==> src/rtl/return_buffer_write_arbiter.sv <==
// Round-robin arbiter that hands the byte-wide return-buffer FIFO write port to one lane
// per 16-byte output word, padding the word with pull_down when a stream ends early.
module return_buffer_write_arbiter #(
  parameter int unsigned NUM_REQ    = 4,
  parameter int unsigned DATA_W     = 8,
  parameter int unsigned WORD_BYTES = 16,
  parameter int unsigned CNT_W      = 32
) (
  input  logic                        system_clk,
  input  logic                        rst,
  input  logic [NUM_REQ-1:0]          req_valid,
  input  logic [NUM_REQ*DATA_W-1:0]   req_data,
  input  logic [NUM_REQ-1:0]          req_last,
  output logic [NUM_REQ-1:0]          req_ready,
  output logic                        fifo_wren,
  output logic [DATA_W-1:0]           fifo_wrdata,
  input  logic                        fifo_full,
  output logic                        fifo_pull_down,
  output logic [NUM_REQ-1:0]          grant,
  output logic                        busy,
  output logic [CNT_W-1:0]            words_committed
);

  localparam int unsigned IDX_W = (NUM_REQ > 1) ? $clog2(NUM_REQ) : 1;
  localparam int unsigned BC_W  = $clog2(WORD_BYTES);

  localparam logic [1:0] S_IDLE  = 2'd0;
  localparam logic [1:0] S_GRANT = 2'd1;
  localparam logic [1:0] S_PAD   = 2'd2;

  localparam logic [BC_W-1:0]  BC_LAST  = BC_W'(WORD_BYTES - 1);
  localparam logic [IDX_W-1:0] IDX_LAST = IDX_W'(NUM_REQ - 1);
  localparam logic [IDX_W:0]   IDX_NUM  = (IDX_W + 1)'(NUM_REQ);

  logic [1:0]         state_q, state_d;
  logic [NUM_REQ-1:0] grant_q, grant_d;
  logic [IDX_W-1:0]   gidx_q, gidx_d;
  logic [IDX_W-1:0]   rr_ptr_q, rr_ptr_d;
  logic [BC_W-1:0]    byte_cnt_q, byte_cnt_d;
  logic [CNT_W-1:0]   words_q, words_d;
  logic               busy_q, busy_d;

  logic               pick_found_c;
  logic [IDX_W-1:0]   pick_idx_c;
  logic [IDX_W:0]     cand_c;
  logic [IDX_W-1:0]   next_ptr_c;

  // First requesting lane at or after rr_ptr, wrapping.
  always_comb begin
    pick_found_c = 1'b0;
    pick_idx_c   = '0;
    cand_c       = '0;
    for (int unsigned k = 0; k < NUM_REQ; k++) begin
      cand_c = (IDX_W + 1)'(rr_ptr_q) + (IDX_W + 1)'(k);
      if (cand_c >= IDX_NUM) begin
        cand_c = cand_c - IDX_NUM;
      end
      if (!pick_found_c && req_valid[cand_c[IDX_W-1:0]]) begin
        pick_found_c = 1'b1;
        pick_idx_c   = cand_c[IDX_W-1:0];
      end
    end
  end

  assign next_ptr_c = (gidx_q == IDX_LAST) ? '0 : gidx_q + IDX_W'(1);

  always_comb begin
    state_d        = state_q;
    grant_d        = grant_q;
    gidx_d         = gidx_q;
    rr_ptr_d       = rr_ptr_q;
    byte_cnt_d     = byte_cnt_q;
    words_d        = words_q;
    req_ready      = '0;
    fifo_wren      = 1'b0;
    fifo_wrdata    = '0;
    fifo_pull_down = 1'b0;

    case (state_q)
      S_IDLE: begin
        if (pick_found_c) begin
          grant_d = NUM_REQ'(1) << pick_idx_c;
          gidx_d  = pick_idx_c;
          state_d = S_GRANT;
        end
      end

      S_GRANT: begin
        req_ready[gidx_q] = ~fifo_full;
        fifo_wrdata       = req_data[32'(gidx_q) * DATA_W +: DATA_W];
        fifo_wren         = req_valid[gidx_q] & ~fifo_full;
        if (fifo_wren) begin
          byte_cnt_d = byte_cnt_q + BC_W'(1);
          // A full word closes the grant even if it also carries last: no pad needed.
          if (byte_cnt_q == BC_LAST) begin
            words_d  = words_q + CNT_W'(1);
            grant_d  = '0;
            rr_ptr_d = next_ptr_c;
            state_d  = S_IDLE;
          end else if (req_last[gidx_q]) begin
            state_d = S_PAD;
          end
        end
      end

      S_PAD: begin
        fifo_pull_down = 1'b1;
        byte_cnt_d     = '0;
        words_d        = words_q + CNT_W'(1);
        grant_d        = '0;
        rr_ptr_d       = next_ptr_c;
        state_d        = S_IDLE;
      end

      default: begin
        state_d = S_IDLE;
        grant_d = '0;
      end
    endcase

    busy_d = (state_d != S_IDLE);
  end

  always_ff @(posedge system_clk or posedge rst) begin
    if (rst) begin
      state_q    <= S_IDLE;
      grant_q    <= '0;
      gidx_q     <= '0;
      rr_ptr_q   <= '0;
      byte_cnt_q <= '0;
      words_q    <= '0;
      busy_q     <= 1'b0;
    end else begin
      state_q    <= state_d;
      grant_q    <= grant_d;
      gidx_q     <= gidx_d;
      rr_ptr_q   <= rr_ptr_d;
      byte_cnt_q <= byte_cnt_d;
      words_q    <= words_d;
      busy_q     <= busy_d;
    end
  end

  assign grant           = grant_q;
  assign busy            = busy_q;
  assign words_committed = words_q;

endmodule

==> config.mk <==
export PLATFORM = sky130hd
export DESIGN_NAME = return_buffer_write_arbiter
export DESIGN_NICKNAME = d
export VERILOG_FILES = /design/src/rtl/return_buffer_write_arbiter.sv
export SDC_FILE = /design/constraint.sdc
export NUM_CORES = 1
export LEC_CHECK = 0
export CELL_PAD_IN_SITES_DETAIL_PLACEMENT = 1
export CELL_PAD_IN_SITES_GLOBAL_PLACEMENT = 2
export CORE_MARGIN = 2
export CORE_UTILIZATION = 38
export DETAILED_ROUTE_END_ITERATION = 10
export DONT_BUFFER_PORTS = 1
export PLACE_DENSITY_LB_ADDON = 0.1
export RECOVER_POWER = 100
export SLEW_MARGIN = 20
export SYNTH_ARGS = -nofsm -noshare
export SYNTH_HDL_FRONTEND = slang
export SYNTH_SLANG_ARGS = --single-unit
==> constraint.sdc <==
create_clock -name system_clk -period 2.2 [get_ports system_clk]
set_input_delay 0.55 -clock system_clk [delete_from_list [all_inputs] [get_ports system_clk]]
set_output_delay 0.55 -clock system_clk [all_outputs]
set_load 0.005 [all_outputs]
== Word level (Yosys, flattened, before mapping) ==
Cells that the tools add are included.

* Register bits after elaboration: 47
* Logic and storage cells: 101

* Shift-type cells: 2
* $lt $le $gt $ge: 10
* Reduce and logical (&&, ||, !) cells: 14
* Equal/unequal tests: 7
* $add $sub $neg: 10
* Bitwise gates (word level): 3
* Multiplexer cells: 48

{| class="wikitable"
|+ Operators by type and width
! cell !! count
|-
| $mux W32 || 2
|-
| $pmux W32 S2 || 1
|-
| $add A32 B1 Y32 const B || 1
|-
| $shiftx A32 B6 Y8 || 1
|-
| $mux W2 || 15
|-
| $mux W4 || 5
|-
| $pmux W4 S2 || 2
|-
| $lt A2 B3 Y1 const B || 5
|-
| $mux W1 || 13
|-
| $bmux W1 S2 || 6
|-
| $ge A3 B3 Y1 const B || 3
|-
| $mux W8 || 1
|-
| $pmux W2 S2 || 2
|-
| $sub A2 B1 Y2 const B || 4
|-
| $add A2 B2 Y3 const B || 2
|-
| $ne A2 B2 Y1 const B || 3
|-
| $reduce_and A3 Y1 || 2
|-
| $add A4 B1 Y4 const B || 1
|-
| $and A4 B4 Y4 || 1
|-
| $eq A2 B2 Y1 const B || 2
|-
| $eq A4 B4 Y1 const B || 1
|-
| $logic_and A1 B1 Y1 || 4
|-
| $reduce_and A2 Y1 || 2
|-
| $reduce_bool A2 Y1 || 2
|-
| other kinds (11) || 13
|}

== Longest topological paths before layout ==
Gate-level depths: netlist of run 1.

* Word-level depth: 17
* Mapped depth: 7
* Depth with buffers taken out: 6

== Least setup slack after synthesis of run 1 ==
No wires, ideal clock.

* Kind: register -> output
* From: register gidx_q[0]
* To: output fifo_wrdata[0]
* Setup slack: 0.250 ns
* Buffers on the path: 1
* Cell stages (with the launch flop): 4
* Arrival: 1.400 ns
* Cells stage by stage: dfrtp_1 > buf_2 > mux4_2 > nor2b_1

* Word-level cells in the longest chain between the ends: 2

{| class="wikitable"
|+ RTL lines
! element !! line !! RTL
|-
| from (decl) || 37 || <nowiki>logic [IDX_W-1:0] gidx_q, gidx_d;</nowiki>
|-
| from (signal assigned) || 136 || <nowiki>gidx_q <= gidx_d;</nowiki>
|-
| $shiftx A32 B6 Y8 || 90 || <nowiki>fifo_wrdata = req_data[32'(gidx_q) * DATA_W +: DATA_W];</nowiki>
|-
| $mux W8 || 79 || <nowiki>case (state_q)</nowiki>
|-
| to (decl) || 16 || <nowiki>output logic [DATA_W-1:0] fifo_wrdata,</nowiki>
|}

No other way between the ends.

== Worst setup path in the final report of run 1 ==
* From: register gidx_q[0]
* To: output fifo_wrdata[4]

The elaborated chain is that of the path after synthesis.

==> results.toml, run 1 <==
[outcome]
run_status = "completed"

[sta]
period_minus_slack_ns = 2.11
setup_tns_ns = 0
setup_ws_ns = 0.0905
finalClockSkew_ns = 0.0145
grt_setup_unrepaired = "no"
worst_slew_pin_slew_ns = 0.789
timing.fmax_mhz = 474
setup_viol = 0
hold_viol = 0
timing_max_transition_violations_final = 0
min_period_over_period_pct = 95.9
slew_headroom_pct = 47.4

[clock_network]
h-tree-depth = 2
clock-sinks = 47
clock-root-buffer = "sky130_fd_sc_hd__clkbuf_8"
postCtsResizedCells = 1
cts_made_buffers = 5
clk_path_buf_depth = 2
ctsHoldBuffers = 0
post-cts-setup-buffer-count = 0
clkSlewWorstSetupHoldPaths_ns = 0.08
clk_latency_ns = 0.29
cts_tree = "done"

[route]
drt_wl_total_um = 6090
drt-wirelength-per-cell_um = 18.9
detail_route.first_pass.iterations = 4
drt.antenna.violating_nets = 0
post_drt_via_cell_ratio = 5.73
vias = 1845
drt_iter0_markers = 32
remaining_drc_errors = 0

[floorplan]
die_span_x_um = 86.2
fp.dieH_um = 86.2
std_cell_rows = 29
top_level_ports = 94
initial_core_util_pct = 39.8
die_area_sq_um = 7440
core_sq_um = 6460

[place]
gpl.final_weighted_congestion = 0.838
detailed_place_hpwl_um = 4880
placement.setup.worst_slack_ns = 0.238
io_buffers = 0

[power_and_ir_drop]
cell_internal_pwr_mw = 1.69
power.share.clock_pct = 20.9
seq_power_share_pct = 45.6
p_sw_share_pct = 35.5
p_sw_uw = 927
power.ir.vdd_worst_v = 0.000387
cellPowerDensity_nw_per_um2 = 950
share_of_power_burned_in_combinational_logic_pct = 33.4
pleak_nw = 1.20

[critical_path]
data_arrival_time_at_the_worst_slack_endpoint_ns = 1.56
timing.critical_path.buf_inv = 1
crit_path_max_fanout = 14
crit_path_top_delay_cell = "sky130_fd_sc_hd__mux4_2"
critPathTopFamily = "multiplexers"
critical_path.endpoint_type = "output port"
crit_chain = "buf_8 > mux4_2 > nor2b_1"
startpoint_class_of_the_critical_path = "flop"
critical_path.max_stage_delay_ns = 0.51
critPathKind = "flop to output port"
critical_path_required_ns = 1.65

[yosys]
ranking_of_synthesized_cells_by_area = "sky130_fd_sc_hd__dfrtp_1 46%, sky130_fd_sc_hd__mux4_2 8.8%, sky130_fd_sc_hd__xnor2_1 8.5%, sky130_fd_sc_hd__nand2_1 3.9%, sky130_fd_sc_hd__ha_1 2.9%"
yosysWarningCount = 0
synthDominantCellAreaShare_pct = 45.8
synth_largest_area_cell = "sky130_fd_sc_hd__dfrtp_1"
cells_after_synthesis = 232
synth-async-reset-ratio_pct = 100
post_synthesis_average_cell_area_sq_um = 11.1
ys.flop_type = "sky130_fd_sc_hd__dfrtp_1"
synth_seq_area_share_pct = 45.8
post_synth_instance_area_sq_um = 2570
mappedNetlistNets = 281
yosysUniqueCellTypes = 43
number_of_flops_mapped_to_enable_cells_by_yosys = 0
ys_ff_latch = 47

[final_layout]
insertedDiodeCount = 0
number_of_nets_in_the_layout = 293
area_delta_synth_final_pct = 7.01
drive_above_1_share_pct = 12.2

[flow_run]
max_cap_viol_count = 0

[global_routing]
global_route.overflow_total = 0
antenna_violations_before_repair = 0
grt_start_max_net_pins = 33
grt_first_pass_wirelength_um = 10400
grt_pass1_vias = 2097
grt_use_total_pct = 17.4

[hold_path]
hold_path_class = "input pin to async pin"
power by group through the flow:
stage                     sequential, mW  clock (mW)  combinational [mW]
final                               1.19       0.547               0.874
after global routing                1.22       0.608               0.985
after CTS                           1.19       0.574               0.925
after detailed placement            1.21           0               0.920
after global placement              1.19           0               0.880
after floorplan                     1.16           0               0.699
cells in the final DEF, fill, tap and decap left out, drive strengths merged, types with 4 or more instances in the layout:
cell type,n
xnor2,25
inv,10
nor2b,10
xor2,8
nor2,12
dfrtp,47
and3,5
clkbuf,12
nand4,12
and2,9
o21ai,4
nor4,5
mux4,10
ha,6
nand2,28
nand3,10
synth_stat cells, types with 3 or more instances:
cell type and number:
sky130_fd_sc_hd__a21oi_1 3, sky130_fd_sc_hd__and2_1 7, sky130_fd_sc_hd__and3_1 5, sky130_fd_sc_hd__dfrtp_1 47, sky130_fd_sc_hd__ha_1 6, sky130_fd_sc_hd__inv_1 10, sky130_fd_sc_hd__mux4_2 10, sky130_fd_sc_hd__nand2_1 27
sky130_fd_sc_hd__nand3_1 9, sky130_fd_sc_hd__nand4_1 11, sky130_fd_sc_hd__nor2_1 12, sky130_fd_sc_hd__nor2b_1 9, sky130_fd_sc_hd__nor4_1 3, sky130_fd_sc_hd__o21ai_0 4, sky130_fd_sc_hd__o22ai_1 3, sky130_fd_sc_hd__xnor2_1 25
sky130_fd_sc_hd__xor2_1 8
kinds of logic after synthesis:
| family | synth area share, % |
|---|---|
| simple gates | 22.1 |
| flops | 45.8 |
| xor+xnor | 11.2 |
| compound gates | 6.13 |
| buf+inv | 2.29 |
| mux | 9.59 |
| fa+ha+maj | 2.92 |
stage by stage:
step | hold slack [ns] | util [%] | std cells | instance area [sq um] | total power, mW
final | 0.215 | 42.6 | 322 | 2750 | 2.61
after detailed placement | 0.438 | 42.2 | 314 | 2730 | 2.13
after floorplan | 0.468 | - | 232 | 2570 | 1.86
after global placement | 0.430 | 42.2 | 314 | 2730 | 2.07
after CTS | 0.117 | 43.8 | 322 | 2830 | 2.69
after global routing | 0.262 | 42.6 | 322 | 2750 | 2.81
worst paths after layout:
path	start	endpoint	slack [ns]	depth (start not counted)
worst max-delay path	gidx_q[0]	fifo_wrdata[4]	0.09	3
worst min-delay path	rst	rr_ptr_q[0]	0.22	1
worst max register to register	gidx_q[0]	grant[0]	0.18	5
worst min register to register	words_committed[31]	words_committed[31]	0.50	1
max in group asynchronous	rst	words_committed[22]	0.80	2
min in group system_clk	fifo_full	state_q[1]	0.47	3
flip-flops by register name (all words and copies together) (netlist names):
signal / flops
gidx_q: 2
state_q: 2
grant: 4
words_committed: 32
byte_cnt_q: 4
busy: 1
rr_ptr_q: 2
cell type report:
class                           instances  area, sq um
Clock inverter                          2         16.3
Timing Repair Buffer                    9         55.1
Multi-Input combinational cell        171         1280
Tap cell                               77         96.3
Sequential cell                        47         1180
Fill cell                             717         3710
Clock buffer                            6         82.6
Inverter                               10         37.5
metal layers:
layer  track usage (%)  share of wire, %  up-vias
met5                 0                 0        -
met4              4.97               1.4        0
met3              4.38               6.6       10
met2              30.3                50       69
met1              21.5                42      923
li1                  -                 -      843
(Power assumes the default switching activity.)
==> run 2, diff against run 1 <==
--- a/config.mk
+++ b/config.mk
@@ -5,9 +5,9 @@
 export SDC_FILE = /design/constraint.sdc
 export NUM_CORES = 1
 export LEC_CHECK = 0
+export ABC_AREA = 0
 export CELL_PAD_IN_SITES_DETAIL_PLACEMENT = 1
 export CELL_PAD_IN_SITES_GLOBAL_PLACEMENT = 2
-export CORE_MARGIN = 2
 export CORE_UTILIZATION = 38
 export DETAILED_ROUTE_END_ITERATION = 10
 export DONT_BUFFER_PORTS = 1
==> run 2 against run 1 <==
The run now ends with design-rule violations left; worst setup slack better by 0.023 ns; first-iteration DRC count up 19%; non-clock buffer count down 2; sequential share of layout area down 0.37 points; register-to-register slack better by 0.05 ns; sequential cell count unchanged; cell count down 0.62%; critical endpoint is now fifo_wrdata[7]; highest routed layer unchanged.
==> results.toml, run 2 (synthesis results as in run 1) <==
[power_and_ir_drop]
cellPowerDensity_nw_per_um2 = 961
pleak_nw = 1.22
power.ir.vdd_worst_v = 0.000601
post-layout-total-power_mw = 2.67

[outcome]
run_status = "finished with violations"
failed_checks = "design-rule violations"

[final_layout]
largest_register_ff_count = 32
area_delta_synth_final_pct = 7.94
final_common_cell = "sky130_fd_sc_hd__dfrtp_1"
number_of_nets_in_the_layout = 291
insertedDiodeCount = 0
final_util_pct = 43.2
drive_above_1_share_pct = 12.8
finish.instance_area_sq_um = 2770
layout_common_cells = "46 x sky130_fd_sc_hd__dfrtp_1, 28 x sky130_fd_sc_hd__nand2_1, 25 x sky130_fd_sc_hd__xnor2_1"

[hold_path]
hold_path_class = "input pin to flop"

[global_routing]
grt_use_total_pct = 18.3
grt_pass1_vias = 2057
global_route.overflow_total = 0
grt_first_pass_wirelength_um = 10300
grt_start_max_net_pins = 48
antenna_violations_before_repair = 0

[clock_network]
clock-sinks = 47
h-tree-depth = 2
ctsHoldBuffers = 0
clk_latency_ns = 0.29
clk_path_buf_depth = 2
clock-root-buffer = "sky130_fd_sc_hd__clkbuf_8"
cts_tree = "done"
clkSlewWorstSetupHoldPaths_ns = 0.09
cts_made_buffers = 5

[critical_path]
critical_path.endpoint_type = "output port"
crit_path_top_delay_cell = "sky130_fd_sc_hd__mux4_2"
data_arrival_time_at_the_worst_slack_endpoint_ns = 1.54
critical_path_required_ns = 1.65
critPathTopFamily = "multiplexers"
crit_chain = "buf_12 > mux4_2 > nor2b_1"
startpoint_class_of_the_critical_path = "flop"
reg2reg_slack_ns = 0.23
critical_path.max_stage_delay_ns = 0.48
crit_path_max_fanout = 14
critPathKind = "flop to output port"
timing.critical_path.buf_inv = 1

[place]
detailed_place_hpwl_um = 4860
gpl.final_weighted_congestion = 0.779
post_dp_cell_area_sq_um = 2700
io_buffers = 0

[sta]
setup_viol = 0
setup_tns_ns = 0
timing.fmax_mhz = 479
grt_setup_unrepaired = "no"
finalClockSkew_ns = 0.00945
period_minus_slack_ns = 2.09
timing_max_transition_violations_final = 0
worst_slew_pin_slew_ns = 1.21
worst_hold_check_slack_ns = 0.442
hold_viol = 0
min_period_over_period_pct = 94.8
slew_headroom_pct = 19.2

[floorplan]
top_level_ports = 94
std_cell_rows = 29
die_area_sq_um = 7100
fp.dieH_um = 84.2
die_span_x_um = 84.2
core_sq_um = 6420
initial_core_util_pct = 40.0

[route]
detail_route.first_pass.iterations = 6
drt.antenna.violating_nets = 0
vias = 1807
remaining_drc_errors = 8
drt_wl_total_um = 6190
drt-wirelength-per-cell_um = 19.4
post_drt_via_cell_ratio = 5.65
drt_iter0_markers = 38

[flow_run]
max_cap_viol_count = 0
## run 2: power breakdown
group          total, mW  internal [mW]  leakage [nW]  switching [mW]
Clock              0.569          0.287        0.0515           0.282
Combinational      0.897          0.433         0.542           0.465
Sequential          1.20           1.01         0.626           0.187
Total               2.67           1.73          1.22           0.933
## run 2: final timing paths
kind | to | cells after the start | startpoint
setup / recovery | fifo_wrdata[7] | 3 | gidx_q[0]
hold / removal | state_q[1] | 3 | fifo_full
setup reg to reg | words_committed[17] | 5 | gidx_q[0]
hold reg to reg | words_committed[31] | 1 | words_committed[31]
max in group asynchronous | gidx_q[0] | 2 | rst
min in group asynchronous | busy | 2 | rst
## run 2: timing repair
item	CTS	global route
setup buffers	0	0
hold endpoints to repair	0	0
endpoints found under the setup margin	8	9
gates resized for setup	1	4
pin swaps	0	0
## run 2: area by class of cell
| type | instances | area, sq um |
|---|---|---|
| multi-input combinational | 171 | 1310 |
| tap | 77 | 96.3 |
| sequential | 47 | 1180 |
| timing repair buffer | 7 | 55.1 |
| inverter | 10 | 37.5 |
| fill | 720 | 3650 |
| clock buffer | 8 | 100 |
## run 2: per-layer routing
metal | global-route usage (%) | vias up | share of wire [%]
li1 | - | 841 | -
met1 | 20.4 | 893 | 40
met2 | 33.3 | 69 | 52
met3 | 6.39 | 4 | 7.2
met4 | 4.70 | 0 | 0.81
met5 | 0 | - | 0
## run 2: per-stage QoR
step | std cells | setup WS, ns
6_report | 320 | 0.114
5_1_grt | 320 | 0.0451
4_1_cts | 320 | 0.0222
3_5_place_dp | 312 | 0.172
3_3_place_gp | 312 | 0.202
2_1_floorplan | 232 | 0.250
## run 2: tightest hold or removal path, cell delays in order
cell	delay, ns
sky130_fd_sc_hd__nor2b_1	0.05
sky130_fd_sc_hd__nand2_1	0.06
sky130_fd_sc_hd__nor2_1	0.04
